**config.mk**
```make
export PLATFORM = sky130hd
export DESIGN_NAME = data_mem_arbiter
export DESIGN_NICKNAME = d
export VERILOG_FILES = /design/src/rtl/data_mem_arbiter.sv
export SDC_FILE = /design/constraint.sdc
export NUM_CORES = 1
export LEC_CHECK = 0
export ABC_AREA = 1
export CAP_MARGIN = 30
export CORE_UTILIZATION = 39
export CTS_CLUSTER_SIZE = 8
export DETAILED_ROUTE_END_ITERATION = 8
export GPL_TIMING_DRIVEN = 0
export PLACE_DENSITY = 0.86
export SYNTH_ARGS = -nofsm -noshare
export SYNTH_HDL_FRONTEND = slang
export SYNTH_SLANG_ARGS = --single-unit
```
**constraint.sdc**
```tcl
create_clock -name clk -period 3.9 [get_ports clk]
set_input_delay 0.78 -clock clk [delete_from_list [all_inputs] [get_ports clk]]
set_output_delay 0.78 -clock clk [all_outputs]
set_load 0.01 [all_outputs]
```
**src/rtl/data_mem_arbiter.sv**
```systemverilog
// Two-requester arbiter (CPU, DMA) for a single-port data memory with lock ownership,
// DMA starvation guard and registered read return. Define ARB_ROUND_ROBIN_EN for round-robin base policy.
module data_mem_arbiter #(
    parameter int unsigned ADDR_W   = 8,
    parameter int unsigned DATA_W   = 16,
    parameter int unsigned MAX_WAIT = 4
) (
    input  logic              clk,
    input  logic              rst_n,

    input  logic              cpu_req,
    input  logic              cpu_we,
    input  logic              cpu_lock,
    input  logic [ADDR_W-1:0] cpu_addr,
    input  logic [DATA_W-1:0] cpu_wdata,
    output logic              cpu_gnt,
    output logic              cpu_rvalid,
    output logic [DATA_W-1:0] cpu_rdata,

    input  logic              dma_req,
    input  logic              dma_we,
    input  logic              dma_lock,
    input  logic [ADDR_W-1:0] dma_addr,
    input  logic [DATA_W-1:0] dma_wdata,
    output logic              dma_gnt,
    output logic              dma_rvalid,
    output logic [DATA_W-1:0] dma_rdata,

    output logic [ADDR_W-1:0] mem_access_addr,
    output logic [DATA_W-1:0] mem_write_data,
    output logic              mem_write_en,
    output logic              mem_read,
    input  logic [DATA_W-1:0] mem_read_data
);

    localparam logic [3:0] MAX_WAIT_C = 4'(MAX_WAIT);

    typedef enum logic [1:0] {
        IDLE,
        CPU_LOCK,
        DMA_LOCK
    } owner_e;

    owner_e            state_q, state_d;
    logic [3:0]        wait_q, wait_d;
    logic              force_dma;
    logic              cpu_rd, dma_rd;
    logic              cpu_rvalid_q, dma_rvalid_q;
    logic [DATA_W-1:0] cpu_rdata_q, dma_rdata_q;

`ifdef ARB_ROUND_ROBIN_EN
    // 1 = DMA held the last grant; reset to DMA so the CPU wins the first tie.
    logic last_dma_q, last_dma_d;
`endif

    // Grant decision; everything is gated off while reset is asserted.
    always_comb begin
        cpu_gnt   = 1'b0;
        dma_gnt   = 1'b0;
        force_dma = dma_req && (wait_q == MAX_WAIT_C);
        if (rst_n) begin
            if (force_dma) begin
                dma_gnt = 1'b1;
            end else if (state_q == CPU_LOCK && cpu_req) begin
                cpu_gnt = 1'b1;
            end else if (state_q == DMA_LOCK && dma_req) begin
                dma_gnt = 1'b1;
            end else begin
`ifdef ARB_ROUND_ROBIN_EN
                if (cpu_req && dma_req) begin
                    cpu_gnt = last_dma_q;
                    dma_gnt = ~last_dma_q;
                end else begin
                    cpu_gnt = cpu_req;
                    dma_gnt = dma_req;
                end
`else
                if (cpu_req) begin
                    cpu_gnt = 1'b1;
                end else if (dma_req) begin
                    dma_gnt = 1'b1;
                end
`endif
            end
        end
    end

    always_comb begin
        state_d = state_q;
        unique case (state_q)
            IDLE: begin
                if (cpu_gnt && cpu_lock) begin
                    state_d = CPU_LOCK;
                end else if (dma_gnt && dma_lock) begin
                    state_d = DMA_LOCK;
                end
            end
            CPU_LOCK: begin
                if (!cpu_lock || dma_gnt) begin
                    state_d = IDLE;
                end
            end
            DMA_LOCK: begin
                if (!dma_lock || cpu_gnt) begin
                    state_d = IDLE;
                end
            end
            default: state_d = IDLE;
        endcase
    end

    always_comb begin
        wait_d = wait_q;
        if (!dma_req || dma_gnt) begin
            wait_d = '0;
        end else if (wait_q != MAX_WAIT_C) begin
            wait_d = wait_q + 4'd1;
        end
    end

`ifdef ARB_ROUND_ROBIN_EN
    always_comb begin
        last_dma_d = last_dma_q;
        if (cpu_gnt) begin
            last_dma_d = 1'b0;
        end else if (dma_gnt) begin
            last_dma_d = 1'b1;
        end
    end

    always_ff @(posedge clk or negedge rst_n) begin
        if (!rst_n) begin
            last_dma_q <= 1'b1;
        end else begin
            last_dma_q <= last_dma_d;
        end
    end
`endif

    always_comb begin
        mem_access_addr = '0;
        mem_write_data  = '0;
        mem_write_en    = 1'b0;
        mem_read        = 1'b0;
        if (cpu_gnt) begin
            mem_access_addr = cpu_addr;
            mem_write_data  = cpu_wdata;
            mem_write_en    = cpu_we;
            mem_read        = ~cpu_we;
        end else if (dma_gnt) begin
            mem_access_addr = dma_addr;
            mem_write_data  = dma_wdata;
            mem_write_en    = dma_we;
            mem_read        = ~dma_we;
        end
    end

    assign cpu_rd = cpu_gnt & ~cpu_we;
    assign dma_rd = dma_gnt & ~dma_we;

    always_ff @(posedge clk or negedge rst_n) begin
        if (!rst_n) begin
            state_q      <= IDLE;
            wait_q       <= '0;
            cpu_rvalid_q <= 1'b0;
            dma_rvalid_q <= 1'b0;
            cpu_rdata_q  <= '0;
            dma_rdata_q  <= '0;
        end else begin
            state_q      <= state_d;
            wait_q       <= wait_d;
            cpu_rvalid_q <= cpu_rd;
            dma_rvalid_q <= dma_rd;
            if (cpu_rd) begin
                cpu_rdata_q <= mem_read_data;
            end
            if (dma_rd) begin
                dma_rdata_q <= mem_read_data;
            end
        end
    end

    assign cpu_rvalid = cpu_rvalid_q;
    assign dma_rvalid = dma_rvalid_q;
    assign cpu_rdata  = cpu_rdata_q;
    assign dma_rdata  = dma_rdata_q;

endmodule

```
==> metrics.cfg <==
[run_status]
status=completed

[cts]
htreeDepth=2
clock_sinks=40
cts.repair.resized=0
path_clk_slew_ns=0.07
cts_buffer_depth=2
clkLatencyLatePin_ns=0.29
cts_setup_buffers=0
root_buffer=clkbuf_8
cts_tree=yes
cts_hold_buf=0
cts-buffers-inserted=5

[cells_and_area]
area_delta_synth_final_pct=74.1
drive_gt1_share_pct=11.6
diodes=0
nets=425

[logic_synthesis]
synth_mux_area_share_pct=0
avgSynthCellArea_um2=9.79
ys_ff_latch=40
synth_fa_ha_area_share_pct=1.22
synth_area_um2=2060
synth-xor-area-share_pct=0.852
yosys.area.top_type_share_pct=48.7
yosys.area_share.simple_pct=16.1
ys_top_cells_by_area=dfrtp_1 (49%), a22o_1 (10%), nand2_1 (9.7%)
synth_top_area_cell=dfrtp_1
synth-seq-area-share_pct=48.7
syn_inst=210
ys_warn_count=0
synth_compound_area_share_pct=22.8
synth_nets=284
synth_cell_types=25
synth_top_family_by_area=compound AO/OA/AOI/OAI gates

[job]
cap_violations=0

[place]
dpl.hpwl_mm=4.67
numPortBuffers=133
place_ws_ns=0.331
gp_congestion=0.833

[routing]
drt_iter0_drc=95
vias=1995
finalWirelength_mm=6.00
ant_nets=0
avgViaCountPerCell=4.73
first_pass_iters=6
post_drt_wl_per_cell_um=14.2
drc=0

[sta]
finalCriticalPeriod_ns=3.56
finalSetupTns_ns=0
rsz0062_at_grt=no
timing.fmax_mhz=281
tightestPinTransition_ns=0.387
max_slew_margin_pct=74.2
hold_slack_ns=0.407
setup_viol=0
hold_viol=0
postLayoutSetupSlackWorst_ns=0.343
drv_slew=0
skew_ns=0.00452
period_share_pct=91.2

[die]
initial_utilization_pct=40.2
die_h_um=74.6
io_pins=134
num_rows=26
core_area_um2=5110
die_area_um2=5570
die_x_um=74.6

[setup_path]
worstSetupStartpointType=input port
crit_fanout=27
reg2reg_depth=8
cp-end-kind=output port
crit_type=input port to output port
required_ns=3.12
cp_data_arrival_time_ns=2.78

[pwr]
vdd_drop_max_mv=0.273
p_total_w=0.00129
switching_share_pct=28.2
power.share.sequential_pct=41.5
pwr-share-comb_pct=37.0
switching_power_w=0.000363
p_int_w=0.000924
clkPwrFrac_pct=21.6
leakagePower_nw=1.59
powerDensity_nw_per_um2=359

[global_route]
grt_pass1_vias=1800
grt_pass1_wl_mm=8.85
grt_max_degree=28
antenna_found_initial=0
gr-usage-all-layers_pct=21.6
gr-total-overflow=0

[hold_path]
min_path_type=input port to asynchronous set/reset pin

## per-stage QoR
step	std cells	cell area, um2	utilization [%]
2_1_floorplan	210	2060	-
3_3_place_gp	413	3470	68.0
3_5_place_dp	414	3490	68.3
4_1_cts	422	3580	70.1
5_1_grt	422	3580	70.1
6_report	422	3580	70.1
## power groups by stage
stage	clock (W)	combinational (W)	sequential (W)
4_1_cts	0.000281	0.000481	0.000533
3_5_place_dp	0	0.000478	0.000539
5_1_grt	0.000299	0.000510	0.000543
3_3_place_gp	0	0.000467	0.000537
2_1_floorplan	0	0.000147	0.000570
6_report	0.000277	0.000476	0.000533
## logic make-up (layout without fill, tap and decap cells)
logic type	Yosys count	after routing
flops	40	40
simple gates	71	71
xor+xnor	2	2
buf+inv	36	178
fa+ha+maj	2	2
compound gates	59	59
## cells in the final DEF (no fill, tap or decap), types with 2 or more instances in the layout
| cell | instances |
|---|---|
| clkdlybuf4s50_1 | 132 |
| a21oi_1 | 2 |
| nand3_2 | 4 |
| inv_1 | 24 |
| o21ai_0 | 6 |
| dfrtp_1 | 40 |
| a22o_1 | 24 |
| o21ai_2 | 13 |
| nor2_1 | 5 |
| o21a_1 | 13 |
| nand3_1 | 2 |
| buf_6 | 10 |
| nand2_1 | 53 |
| clkbuf_1 | 2 |
| clkbuf_8 | 6 |
| ha_1 | 2 |
## Yosys cell counts
cell type / n
nand3_2: 4
ha_1: 2
o21ai_2: 13
a21oi_1: 2
o31ai_1: 1
o21a_1: 13
nor3b_1: 1
inv_4: 1
xor2_1: 1
nand2_1: 53
nand3_1: 2
buf_6: 10
nand4_1: 1
nand2_4: 1
xnor2_1: 1
a22o_1: 24
o21ai_0: 6
nor3_1: 1
inv_1: 24
nor2_4: 1
nor2_1: 5
inv_2: 1
or2_4: 1
nand4_2: 1
dfrtp_1: 40
## worst max-delay path, cell delays in order
cell and delay (ns):
buf_2 0.33, buf_12 0.24, nand2_1 0.07, inv_1 0.07
nand3_2 0.12, or2_4 0.28, buf_6 0.16, o21ai_0 0.12
clkdlybuf4s50_1 0.58
## final timing paths
check	startpoint	to	slack, ns
setup / recovery	rst_n	mem_read	0.34
hold / removal	rst_n	cpu_rdata[14]	0.41
setup reg to reg	wait_q[0]	cpu_rdata[10]	2.26
hold reg to reg	cpu_rdata[2]	cpu_rdata[2]	0.49
max in group asynchronous	rst_n	cpu_rdata[10]	3.03
min in group clk	cpu_rdata[2]	cpu_rdata[2]	0.49
## sequential cells by signal, summed over array words and instances (netlist names)
signal,count
cpu_rdata,16
dma_rdata,16
wait_q,4
state_q,2
cpu_rvalid,1
dma_rvalid,1
## area by class of cell
cell class	instances	area (um2)
fillers	383	1530
inverters	26	100
clock buffers	8	90.1
flip-flops and latches	40	1000
repair buffers	134	1350
plain buffers	10	113
well taps	70	87.6
multi-input cells	134	842
## layer usage
layer / GRT usage, % / up-vias / share of wire [%]
li1: - / 982 / -
met1: 29.1 / 960 / 43
met2: 34.6 / 43 / 52
met3: 3.52 / 10 / 3.4
met4: 9.01 / 0 / 1.6
met5: 0 / - / 0
(Power assumes the default switching activity.)
